`config.mk`:
```
export PLATFORM = sky130hd
export DESIGN_NAME = reg_wb_port
export DESIGN_NICKNAME = d
export VERILOG_FILES = /design/src/rtl/reg_wb_port.sv
export SDC_FILE = /design/constraint.sdc
export NUM_CORES = 1
export LEC_CHECK = 0
export CORE_MARGIN = 2
export CORE_UTILIZATION = 35
export CTS_BUF_LIST = sky130_fd_sc_hd__clkbuf_2
export DETAILED_ROUTE_END_ITERATION = 10
export SLEW_MARGIN = 20
export SYNTH_ARGS = -nofsm -noshare
export SYNTH_HDL_FRONTEND = slang
export SYNTH_SLANG_ARGS = --single-unit
```
`constraint.sdc`:
```
create_clock -name clk -period 4.7 [get_ports clk]
set_input_delay 1.175 -clock clk [delete_from_list [all_inputs] [get_ports clk]]
set_output_delay 1.175 -clock clk [all_outputs]
set_load 0.03 [all_outputs]
```
`src/rtl/reg_wb_port.sv`:
```
// reg_wb_port -- writer side of the register-file write port.
//
// Merges single-cycle pipeline results (port A) with long-latency results
// (port B, buffered in a FIFO) into one registered register-file write per
// cycle. A pending scoreboard tracks registers that still have an
// outstanding long-latency write so decode can stall on them.
//
// Ports
//   clk, rst            clock; asynchronous active-low reset
//   a_valid/a_rd/a_data pipeline writeback request (no ready; see a_stall)
//   a_stall             registered; 1 = A not served this cycle
//   b_valid/b_rd/b_data long-latency result; b_ready = FIFO not full
//   iss_valid/iss_rd    long-latency op issued, marks iss_rd pending
//   rs1/rs2             decode sources; busy_rs1/busy_rs2 = pending bit
//   Wr_en/Wr_rd/Wr_data registered register-file write
module reg_wb_port #(
   parameter int n          = 32,
   parameter int DEPTH      = 4,
   parameter int STARVE_MAX = 8
) (
   input  logic         clk,
   input  logic         rst,
   input  logic         a_valid,
   input  logic [4:0]   a_rd,
   input  logic [n-1:0] a_data,
   output logic         a_stall,
   input  logic         b_valid,
   output logic         b_ready,
   input  logic [4:0]   b_rd,
   input  logic [n-1:0] b_data,
   input  logic         iss_valid,
   input  logic [4:0]   iss_rd,
   input  logic [4:0]   rs1,
   input  logic [4:0]   rs2,
   output logic         busy_rs1,
   output logic         busy_rs2,
   output logic         Wr_en,
   output logic [4:0]   Wr_rd,
   output logic [n-1:0] Wr_data
);

   localparam int PW = $clog2(DEPTH);
   localparam int CW = $clog2(STARVE_MAX) + 1;

   // Pointers carry one extra wrap bit so full and empty are distinguishable.
   logic [PW:0]    wr_ptr, rd_ptr;
   logic [4:0]     fifo_rd   [DEPTH];
   logic [n-1:0]   fifo_data [DEPTH];
   logic [31:0]    pending, pending_nxt;
   logic [CW-1:0]  starve_cnt;

   logic           empty, full, push, pop, serve_a;
   logic [4:0]     head_rd;
   logic [n-1:0]   head_data;
   logic           wr_go;
   logic [4:0]     wr_rd_sel;
   logic [n-1:0]   wr_data_sel;

   assign empty     = (wr_ptr == rd_ptr);
   assign full      = (wr_ptr[PW] != rd_ptr[PW]) &&
                      (wr_ptr[PW-1:0] == rd_ptr[PW-1:0]);
   assign b_ready   = !full;
   assign push      = b_valid && !full;
   // a_stall forces a B pop and hides a_valid for that cycle.
   assign serve_a   = !a_stall && a_valid;
   assign pop       = !serve_a && !empty;
   assign head_rd   = fifo_rd[rd_ptr[PW-1:0]];
   assign head_data = fifo_data[rd_ptr[PW-1:0]];

   assign busy_rs1  = pending[rs1];
   assign busy_rs2  = pending[rs2];

   always_comb begin
      wr_go       = 1'b0;
      wr_rd_sel   = a_rd;
      wr_data_sel = a_data;
      if (serve_a) begin
         wr_go = (a_rd != 5'd0);
      end else if (pop) begin
         wr_go       = (head_rd != 5'd0);
         wr_rd_sel   = head_rd;
         wr_data_sel = head_data;
      end
   end

   // Clear on B write, then set on issue so a same-cycle set wins.
   always_comb begin
      pending_nxt = pending;
      if (pop)
         pending_nxt[head_rd] = 1'b0;
      if (iss_valid && (iss_rd != 5'd0))
         pending_nxt[iss_rd] = 1'b1;
   end

   always_ff @(posedge clk) begin
      if (push) begin
         fifo_rd[wr_ptr[PW-1:0]]   <= b_rd;
         fifo_data[wr_ptr[PW-1:0]] <= b_data;
      end
   end

   always_ff @(posedge clk or negedge rst) begin
      if (!rst) begin
         wr_ptr     <= '0;
         rd_ptr     <= '0;
         pending    <= '0;
         starve_cnt <= '0;
         a_stall    <= 1'b0;
         Wr_en      <= 1'b0;
         Wr_rd      <= '0;
         Wr_data    <= '0;
      end else begin
         if (push)
            wr_ptr <= wr_ptr + 1'b1;
         if (pop)
            rd_ptr <= rd_ptr + 1'b1;
         pending <= pending_nxt;

         Wr_en <= wr_go;
         if (wr_go) begin
            Wr_rd   <= wr_rd_sel;
            Wr_data <= wr_data_sel;
         end

         // Count A wins over a waiting B entry; the STARVE_MAX-th such win
         // raises a_stall for exactly one cycle, which forces one B pop.
         a_stall <= 1'b0;
         if (pop || empty) begin
            starve_cnt <= '0;
         end else if (serve_a) begin
            if (starve_cnt == CW'(STARVE_MAX - 1)) begin
               a_stall    <= 1'b1;
               starve_cnt <= '0;
            end else begin
               starve_cnt <= starve_cnt + 1'b1;
            end
         end
      end
   end

endmodule
```
; After elaboration in Yosys (flattened, before gate mapping)
; Memories as Yosys holds them, arrays and structs flattened.
; Cells that the tools add are included.
[word_totals]
register_bits = 81
mem_bits_rw = 148
inputBits = 94
n_memories = 2
[op_classes]
addsub = 3
order_cmp = 6
n_eq_ne = 4
n_mux = 24
bitwise_logic = 3
reduce_logical = 16
[memory_table]
columns = name, words, word_bits, rd, rd_clocked_by_memory_dff, write_ports, line
row1 = fifo_data, 4, 32, 1, 0, 1, 48  ; logic [n-1:0] fifo_data [DEPTH];
row2 = fifo_rd, 4, 5, 1, 0, 1, 47  ; logic [4:0] fifo_rd [DEPTH];
[ops]
columns = operator, count
row1 = $mux W32, 4
row2 = $and A32 B32 Y32, 1
row3 = $not A32 Y32, 1
row4 = $or A32 B32 Y32, 1
row5 = $lt A5 B6 Y1 const B, 4
row6 = $reduce_bool A5 Y1, 3
row7 = $mux W4, 3
row8 = $mux W1, 11
row9 = $bmux W1 S5, 2
row10 = $demux W1 S5, 2
row11 = $ge A5 B1 Y1 const B, 2
row12 = $mux W5, 2
row13 = $logic_and A1 B1 Y1, 7
row14 = $add A3 B1 Y3 const B, 2
row15 = $add A4 B1 Y4 const B, 1
row16 = $eq A4 B3 Y1 const B, 1
row17 = $logic_not A1 Y1, 4
row18 = $eq A3 B3 Y1, 1
row19 = $eq A2 B2 Y1, 1
row20 = $reduce_bool A2 Y1, 1
row21 = $logic_or A1 B1 Y1, 1
row22 = $ne A1 B1 Y1, 1

; Logic depth before layout (Yosys ltp)
; An unclocked memory read counts as a cell.
[logic_depth]
depth_word = 10
depth_mapped = 8
depth_no_buf = 5

; Worst setup path after synthesis
; OpenSTA, ideal clock, no wires.
[synth_path]
path_type = input to output
startpoint = input rs1[0]
endpoint = output busy_rs1
arrival_ns = 2.883
required_ns = 3.525
path_slack_ns = 0.642
path_stages = 4
path_buffers = 1
path_cell_list = clkbuf_1 > mux4_2 > mux4_2 > mux2_2
[synth_between]
elab_chain_cells = 2
[synth_rtl]
columns = item, line
row1 = from (decl), 33  ; input logic [4:0] rs1,
row2 = $bmux W1 S5, 70  ; assign busy_rs1 = pending[rs1];
row3 = $mux W1 (not written as such), 70
row4 = to (decl), 35  ; output logic busy_rs1,
; No other way between the ends. The select of a mux whose other input is x is not followed.

; Worst setup path after layout
[layout_path]
startpoint = input rs2[0]
endpoint = output busy_rs2
[layout_between]
elab_chain_cells = 2
[layout_rtl]
columns = item, line
row1 = from (decl), 34  ; input logic [4:0] rs2,
row2 = $bmux W1 S5, 71  ; assign busy_rs2 = pending[rs2];
row3 = $mux W1 (not written as such), 71
row4 = to (decl), 36  ; output logic busy_rs2,
; No other way between the ends. The select of a mux whose other input is x is not followed.

==> run summary <==
The run finished with clean final reports. The classification of the worst-slack hold path is in2async. Along the worst path, the maximum fanout reaches 8.

The commonest cells after synthesis are 148 x sky130_fd_sc_hd__edfxtp_1, 84 x sky130_fd_sc_hd__nand2_1, 81 x sky130_fd_sc_hd__dfrtp_1. The total wire length after detailed routing is 23,100 microns. The area growth from synthesis to layout came out at 24.6%.

The number of synthesized register bits is 229. Once detail routing completed, the nets flagged for antenna violations numbered 0. The number of cells produced by synthesis is 605. The area of all placed cells without fillers is 0.0118 sq mm. The max-slew violation count came to 0. The TritonCTS buffer count is 58.

The worst slew margin relative to its limit is 0.281. The layout cell share with drive strength beyond 1 is 0.212. During placement, the flow inserted port buffers numbering 135. The standard-cell row count came out at 60. The number of iterations in the first detailed-routing pass came out at 5. The count of warnings emitted by yosys came out at 0. The worst setup path is captured at an output pin. The number of flops mapped to enable cells by yosys came out at 148. The multi-input logic area is 0.00287 sq mm. After clock tree synthesis, the flow added hold-fix buffers numbering 0. The worst clock skew came out at 0.0394 ns. The final number of hold-violating endpoints was 0. The number of endpoints failing setup at the final stage came out at 0. The via count of the first global-routing pass is 6,493. Timing analysis after detailed placement gives a worst setup slack of -0.156 ns. The worst-case setup margin in the final layout is 0.101 ns.

The sequential-to-total area share from yosys stat is 0.683. The maximum root-to-sink buffer count came out at 3. Setup repair after global routing left no endpoint under its margin.

For the finished layout, the period the worst path requires is 4.60 ns. The combined global-route utilization of all metal layers came out at 0.167. The DRC marker count from the first detailed-route iteration is 441. The worst reg-to-reg path cell count came out at 7. The first-pass GRT wire length came out at 36,400 microns.

The critical path data required time is 3.52 ns. Of the post-synthesis cell area, the dominant cell type holds 0.469. The maximum vdd ir drop is 0.000336 V. By area the synthesized netlist is led by sky130_fd_sc_hd__edfxtp_1 47%, sky130_fd_sc_hd__dfrtp_1 21%, sky130_fd_sc_hd__mux4_2 14%. In the post-synthesis netlist, the cell with the most instances is sky130_fd_sc_hd__edfxtp_1. The initial antenna violation count is 0. After legalization and detailed placement, the total HPWL measured 14,300 microns.

In this run the register-to-register setup slack is 1.75 ns. The cell with the largest stage delay on the worst path is sky130_fd_sc_hd__clkdlybuf4s50_1. STA classifies the critical path startpoint as an input pin. The detail-routed via count per cell is 5.13. The vertical die dimension is 169 microns. TritonCTS built the clock tree. Timing would allow up to 0.217 GHz.

Walking the worst path, the cells encountered are clkdlybuf4s50_1, buf_12, mux4_2, mux4_2, mux2_2, dlygate4sd2_1. The tree is rooted in a sky130_fd_sc_hd__clkbuf_2. The arrival time reported for the critical path endpoint came out at 3.42 ns. The H-tree was split into 2 levels.

The count of filler cells inserted in the layout is 2,417. The area of the die is 0.0284 sq mm. The analysis attributes to cell leakage a power of 4.27 nW. The number of antenna diodes in the final layout is 0. Summing all flip-flop and latch instances after layout gives 0.00647 sq mm. The global placer's final weighted congestion is 0.868. Counting distinct cell types in the post-synthesis netlist gives 36. The post-placement cell area is 0.0112 sq mm. The largest area contributor in the netlist is sky130_fd_sc_hd__edfxtp_1. Synthesis produced a netlist with a net count of 705. After clock tree synthesis, the clock-pin slew on the worst setup and hold paths is 0.12 ns. The detail-routed net length per standard cell came out at 19.8 microns.

By startpoint and endpoint, the worst setup path is classified as in2out. During I/O placement, the number of pins put on the boundary was 136. From left edge to right edge, the die measures 169 microns.

The clock latency on the worst-skew pair is 0.80 ns. The mapped netlist covers 0.00948 sq mm. The starting density of the core is 0.354. For the pin with the worst max-slew slack, the measured transition is 1.08 ns. The max-cap check violation count is 0.

For this run, the slowest stage of the critical path takes 0.52 ns. By instance count, the cell type seen most on the critical path is sky130_fd_sc_hd__mux4_2. In the finished design, the share of the clock period the worst path needs comes to 0.978.

The areal power density over the cells is 618 mW/mm^2. The post-detailed-route DRC marker count came out at 0. Summed over all layers, the global routing overflow is 0. The most used flip-flop cell after synthesis is sky130_fd_sc_hd__edfxtp_1. A synthesized cell averages 15.7 sq um. The worst flop-to-flop path endpoint is Wr_data[2]$_DFFE_PN0P_. The via count is 6,010. The sink count of the clock tree came out at 229.

The total number of nets in the final design is 883. In this run the standard cell core region covers 0.0268 sq mm. The largest net degree at the start of global routing came out at 61. The async set-reset flop share out of synthesis is 0.354. The worst register-to-register path begins at rd_ptr[0]$_DFFE_PN0N_.
-- cell type report --
| class | instances | share of cell area |
|---|---|---|
| inverters | 3 | 0.000953 |
| repair buffers | 149 | 0.126 |
| clock buffers | 78 | 0.0331 |
| flip-flops and latches | 229 | 0.548 |
| clock inverters | 30 | 0.0127 |
| multi-input cells | 342 | 0.243 |
| well taps | 341 | 0.0361 |
-- sequential cells by signal, summed over array words and instances (netlist names), 3 cells and up --
signal / cells
pending: 32
Wr_data: 32
fifo_data: 128
Wr_rd: 5
fifo_rd: 20
rd_ptr: 3
starve_cnt: 4
wr_ptr: 3
-- worst max path at each step --
stage	slack, ns	to	cells after the start	start
after floorplan	0.64	busy_rs1	4	rs1[0]
after global placement	-0.16	busy_rs2	5	rs2[1]
after detailed placement	-0.16	busy_rs2	5	rs2[1]
after CTS	0.07	busy_rs2	5	rs2[1]
after global routing	0.01	busy_rs2	5	rs2[1]
final	0.10	busy_rs2	6	rs2[0]
-- critical path, delay by kind of cell --
kind                   cells  cell delay (ns)
multiplexers               3             1.23
buffers and inverters      3             1.01
-- where the power goes --
part           leakage, nW  total, mW  internal (mW)  switching (mW)
logic                 1.55       2.86           1.20            1.66
clock network        0.396       1.32          0.517           0.804
registers             2.32       3.12           2.81           0.307
total                 4.27       7.30           4.53            2.77
-- cells in the final DEF (no fill, tap or decap), drive strengths merged --
cell	instances
xnor2	4
buf	15
nand2b	3
nand3b	9
a22oi	1
edfxtp	148
nor3	5
nand3	5
or3b	3
nand2	84
and2	1
nor2b	3
mux2	3
nor4b	1
clkbuf	78
inv	3
clkdlybuf4s50	132
or3	2
a31oi	36
o21a	1
o21ai	64
mux4	57
o31a	1
nor2	4
clkinvlp	1
and3	4
dlygate4sd2	2
o31ai	1
or4	1
ha	6
a21oi	37
clkinv	28
xor2	4
nand4b	1
nor3b	1
dfrtp	81
bufinv	1
-- timing repair --
| item | CTS | global route |
|---|---|---|
| resized for setup | 2 | 0 |
| setup buffers | 0 | 0 |
| setup endpoints to repair | 2 | 0 |
-- through the flow --
step           hold slack, ns   util  std cells  total power, mW  setup TNS (ns)
2_1_floorplan           0.441      -        605             4.98               0
3_3_place_gp            0.472  0.420       1063             6.03          -0.282
4_1_cts                 0.411  0.440       1171             7.40               0
5_1_grt                 0.417  0.441       1172             7.78               0
3_5_place_dp            0.474  0.420       1063             6.06          -0.298
6_report                0.475  0.441       1172             7.30               0
-- logic make-up (layout without fill, tap and decap cells) --
family	count (synthesis)	in the layout	share of synthesized area
xor+xnor	8	8	0.00739
fa+ha+maj	6	6	0.00792
flops	229	229	0.683
buf+inv	34	260	0.0174
mux	60	60	0.139
simple gates	127	127	0.0655
compound gates	141	141	0.0804
-- metal layers --
| metal | vias up | share of wire | GRT usage |
|---|---|---|---|
| li1 | 2756 | - | - |
| met1 | 2999 | 0.44 | 0.221 |
| met2 | 224 | 0.47 | 0.266 |
| met3 | 31 | 0.074 | 0.0526 |
| met4 | 0 | 0.014 | 0.0495 |
| met5 | - | 0 | 0 |
No activity file was read; power rests on OpenSTA's default activity.
